## src/rtl/ysyx_22040895_ifu.sv

```systemverilog
// Instruction fetch unit: single-outstanding imem fetch into a one-entry
// valid/ready output register, with PC-stage back-pressure and branch flush.
module ysyx_22040895_ifu #(
   parameter int ADDR_W = 64,
   parameter int INST_W = 32
) (
   input  logic              clk,
   input  logic              rst,
   input  logic              ce_i_ifu,
   input  logic [ADDR_W-1:0] pc_i_ifu,
   input  logic              flush_i_ifu,
   output logic              stall_o_ifu,
   output logic              imem_req_o_ifu,
   output logic [ADDR_W-1:0] imem_addr_o_ifu,
   input  logic              imem_gnt_i_ifu,
   input  logic              imem_rvalid_i_ifu,
   input  logic [INST_W-1:0] imem_rdata_i_ifu,
   output logic              valid_o_ifu,
   input  logic              ready_i_ifu,
   output logic [INST_W-1:0] inst_o_ifu,
   output logic [ADDR_W-1:0] instpc_o_ifu,
   output logic              misalign_o_ifu
);
   typedef enum logic [1:0] {IDLE, REQ, WAIT, DROP} state_t;

   state_t            state;
   logic [ADDR_W-1:0] addr;
   logic              req_q;
   logic              valid_q;
   logic              consume;
   logic              free;
   logic              capture;
   logic              aligned;
   logic              load_mem;
   logic              load_mis;

   // A flushed entry is hidden immediately even though valid_q clears a cycle later.
   assign valid_o_ifu     = valid_q && !flush_i_ifu;
   assign consume         = valid_o_ifu && ready_i_ifu;
   assign free            = !valid_q || consume;
   assign capture         = (state == IDLE) && ce_i_ifu && free && !flush_i_ifu;
   assign aligned         = (pc_i_ifu[1:0] == 2'b00);
   assign load_mis        = capture && !aligned;
   assign load_mem        = (state == WAIT) && imem_rvalid_i_ifu && !flush_i_ifu;
   assign stall_o_ifu     = !capture;
   assign imem_req_o_ifu  = req_q;
   assign imem_addr_o_ifu = addr;

   always_ff @(posedge clk or negedge rst) begin
      if (!rst) begin
         state <= IDLE;
         addr  <= '0;
         req_q <= 1'b0;
      end else begin
         case (state)
            IDLE: begin
               if (capture && aligned) begin
                  addr  <= pc_i_ifu;
                  req_q <= 1'b1;
                  state <= REQ;
               end
            end
            REQ: begin
               if (imem_gnt_i_ifu) begin
                  req_q <= 1'b0;
                  state <= flush_i_ifu ? DROP : WAIT;
               end else if (flush_i_ifu) begin
                  req_q <= 1'b0;
                  state <= IDLE;
               end
            end
            WAIT: begin
               // A granted request still owes us a response; DROP swallows it.
               if (flush_i_ifu) begin
                  state <= imem_rvalid_i_ifu ? IDLE : DROP;
               end else if (imem_rvalid_i_ifu) begin
                  state <= IDLE;
               end
            end
            DROP: begin
               if (imem_rvalid_i_ifu) begin
                  state <= IDLE;
               end
            end
            default: begin
               state <= IDLE;
               req_q <= 1'b0;
            end
         endcase
      end
   end

   always_ff @(posedge clk or negedge rst) begin
      if (!rst) begin
         valid_q        <= 1'b0;
         inst_o_ifu     <= '0;
         instpc_o_ifu   <= '0;
         misalign_o_ifu <= 1'b0;
      end else if (load_mem) begin
         valid_q        <= 1'b1;
         inst_o_ifu     <= imem_rdata_i_ifu;
         instpc_o_ifu   <= addr;
         misalign_o_ifu <= 1'b0;
      end else if (load_mis) begin
         valid_q        <= 1'b1;
         inst_o_ifu     <= '0;
         instpc_o_ifu   <= pc_i_ifu;
         misalign_o_ifu <= 1'b1;
      end else if (consume || flush_i_ifu) begin
         valid_q <= 1'b0;
      end
   end
endmodule

```

## config.mk

```make
export PLATFORM = sky130hd
export DESIGN_NAME = ysyx_22040895_ifu
export DESIGN_NICKNAME = d
export VERILOG_FILES = /design/src/rtl/ysyx_22040895_ifu.sv
export SDC_FILE = /design/constraint.sdc
export NUM_CORES = 1
export LEC_CHECK = 0
export ABC_CLOCK_PERIOD_IN_PS = 1700
export BUFFER_PORTS_ARGS = -buffer_cell sky130_fd_sc_hd__buf_4
export CORE_MARGIN = 2
export CORE_UTILIZATION = 44
export CTS_CLUSTER_SIZE = 8
export DETAILED_ROUTE_END_ITERATION = 6
export PLACE_DENSITY = 0.77
export SETUP_SLACK_MARGIN = 0.2
export SYNTH_ARGS = -nofsm -noshare
export SYNTH_HDL_FRONTEND = slang
export SYNTH_SLANG_ARGS = --single-unit
```

## constraint.sdc

```tcl
create_clock -name clk -period 1.7 [get_ports clk]
set_input_delay 0.17 -clock clk [delete_from_list [all_inputs] [get_ports clk]]
set_output_delay 0.17 -clock clk [all_outputs]
set_load 0.01 [all_outputs]
```

==> impl_metrics.yaml <==
routing:
  wl_per_cell_um: 19.6
  drtPass1Iterations: 4
  first_iter_violations: 460
  via_per_inst: 5.49
  vias: 6972
  drc: 0
  antenna_left: 0
  routed_wl_mm: 24.9
synthesis:
  yosysTopAreaCellShare_pct: 58.5
  synth_top_family_by_area: "simple AND/OR/NAND/NOR gates"
  synthTopCellsByCount: "nand2_1, dfrtp_1, nand4_1"
  yosysTopAreaCell: "dfrtp_1"
  synthDistinctLibCells: 31
  ys_seq_area_share_pct: 58.5
  synth_most_common_cell: "nand2_1"
  ys_warn_count: 0
  synth-edff-count: 0
  synth.area.top_cells: "dfrtp_1, nand2_1, mux2_2, o211ai_1, nand4_1"
  syn_area_per_cell_um2: 10.6
  syn_inst: 669
  synth_compound_area_share_pct: 9.98
  syn-num-nets: 772
  synth_area_um2: 7060
  synthXorXnorAreaFrac_pct: 0.124
  ys_ff_latch: 165
  yosys.area_share.simple_pct: 17.5
  ys_async_sr_fraction_pct: 100
  muxShareOfSynthArea_pct: 9.89
  synthAdderAreaFrac_pct: 0
  ys.flop_type: "dfrtp_1"
placed_design:
  hpwl_mm: 14.6
  gp_congestion: 0.813
  io_buffers: 266
  pre_cts_ws_ns: -0.0470
  dp.cells: 1126
status:
  status: "complete, but fails checks"
  violations: "negative setup slack"
critical_path:
  critPathMaxStageDelay_ns: 0.57
  end_kind: "flop"
  startpoint: "state[1]"
  reg2reg_to: "instpc_o_ifu[35]"
  crit_path_end: "instpc_o_ifu[35]"
  crit_path_max_fanout: 19
  reg2reg_slack_ns: -0.07
  r2r_cells: 5
  crit_slowest_cell: "or4b_4"
  regToRegStartpoint: "state[1]"
  start_kind: "flop"
  crit_chain: "or4b_4, nor3_4, buf_6, buf_12, o211ai_1"
  critPathKind: "flop to flop"
  required_ns: 1.99
  critPathArrivalTime_ns: 2.06
clock_tree:
  clk_latency_ns: 0.42
  cts-buffers-inserted: 17
  clock_sinks: 165
  cts_root_buffer: "clkbuf_16"
  clk_path_buf_depth: 2
  path_clk_slew_ns: 0.06
  h-tree-depth: 4
  cts_tree: "done"
final_layout:
  diodes: 0
  final_cells: 1270
  fin_nets: 1145
  drive_gt1_share_pct: 40.4
  post-route-util_pct: 73.3
  syn_to_final_growth_pct: 63.8
sta:
  finalCritPeriodShare_pct: 104
  skew_ns: 0.00799
  max_freq_mhz: 566
  hold_violations: 0
  setup_tns_ns: -2.78
  postLayoutSetupSlackWorst_ns: -0.0670
  finalCriticalPeriod_ns: 1.77
  worst_slew_pin_slew_ns: 0.494
  slew_viol_final: 0
  relSlewSlack_pct: 67.0
  rsz0062_at_grt: "yes"
  setup_viol: 108
die:
  die_h_um: 131
  dieWidth_um: 131
  start_util_pct: 44.8
  core-area_um2: 15800
  top_level_ports: 267
  die-area_um2: 17100
  rows: 46
min_path:
  hp-start: "ready_i_ifu"
  holdPathStages: 3
  hold_path.class: "input pin to flop"
grt:
  grt_pass1_wl_mm: 36.8
  grt_max_degree: 61
  overflow: 0
  grt_antenna_before_repair: 0
  grt_pass1_vias: 7064
  track_usage_pct: 27.9
power:
  vdd_drop_max_mv: 0.893
  p_total_w: 0.0179
  leakagePower_nw: 5.39
  p_per_area_nw_per_um2: 1550
run:
  cap_violations: 0
==> how the worst min path moves through the flow <==
stage	to	slack [ns]
floorplan	imem_addr_o_ifu[0]	-0.13
global placement	inst_o_ifu[3]	0.07
CTS	valid_q	0.03
global route	valid_q	0.04
finish	valid_q	0.04
detailed placement	inst_o_ifu[0]	0.07
==> registers in the layout, indices dropped and copies added, names as in the netlist <==
signal,flops
imem_addr_o_ifu,64
instpc_o_ifu,64
inst_o_ifu,32
state,2
imem_req_o_ifu,1
misalign_o_ifu,1
valid_q,1
==> worst max-delay path: cells and delay by family (launching register included) <==
| kind | cells | cell delay, ns |
|---|---|---|
| AND/OR/NAND/NOR | 2 | 0.74 |
| AO/OA/AOI/OAI | 1 | 0.11 |
| flip-flops | 1 | 0.42 |
| buffers and inverters | 2 | 0.36 |
==> stage by stage <==
step	hold WS [ns]	area, um^2
after CTS	0.0257	11300
after global placement	0.0703	9580
after floorplan	-0.126	7130
after global routing	0.0420	11600
final	0.0440	11600
after detailed placement	0.0717	9580
==> metal layers <==
metal | part of all wire (%) | vias to the layer above | track usage [%]
li1 | - | 3117 | -
met1 | 40 | 3451 | 34.7
met2 | 49 | 353 | 46.8
met3 | 8.5 | 51 | 8.22
met4 | 2.4 | 0 | 9.32
met5 | 0 | - | 0
==> power by group <==
group / total [W] / internal, W / switching [W]
logic: 0.00674 / 0.00372 / 0.00303
registers: 0.00678 / 0.00556 / 0.00122
clock network: 0.00441 / 0.00284 / 0.00157
==> layout make-up <==
type | count | area, um^2
multi-input cells | 439 | 2760
repair buffers | 415 | 3710
inverters | 4 | 15.0
well taps | 216 | 270
clock inverters | 11 | 220
flip-flops and latches | 165 | 4130
clock buffers | 20 | 457
fillers | 1083 | 4210
==> what timing repair did <==
action                                  in CTS  in global routing
hold buffers                                95                  0
setup buffers                                8                  3
gates cloned                                 2                  5
endpoints found under the hold margin      172                  0
endpoints found under the setup margin     163                165
pin swaps                                    6                  5
gates resized for setup                     24                 19
==> placed cells by master, fill, tap and decap left out, types with 3 or more instances in the layout <==
cell             n
o211ai_1        61
mux2_4           3
mux2_2          59
nand2_1        187
o21ai_0          9
buf_4          285
dlygate4sd3_1   95
nor2_1           6
clkbuf_16       22
buf_6           10
dfrtp_1        165
bufinv_16        6
nand4_1         62
inv_1            4
buf_12          16
o21ai_1         25
==> cells by family (layout without fill, tap and decap cells) <==
| group | count (synthesis) | after routing |
|---|---|---|
| xor gates and xnor gates | 1 | 1 |
| AOI/OAI and AO/OA | 106 | 106 |
| DFF | 165 | 165 |
| buffers and inverters | 65 | 450 |
| muxes | 62 | 62 |
| and+or+nand+nor | 270 | 270 |
No activity file was read; power rests on OpenSTA's default activity.
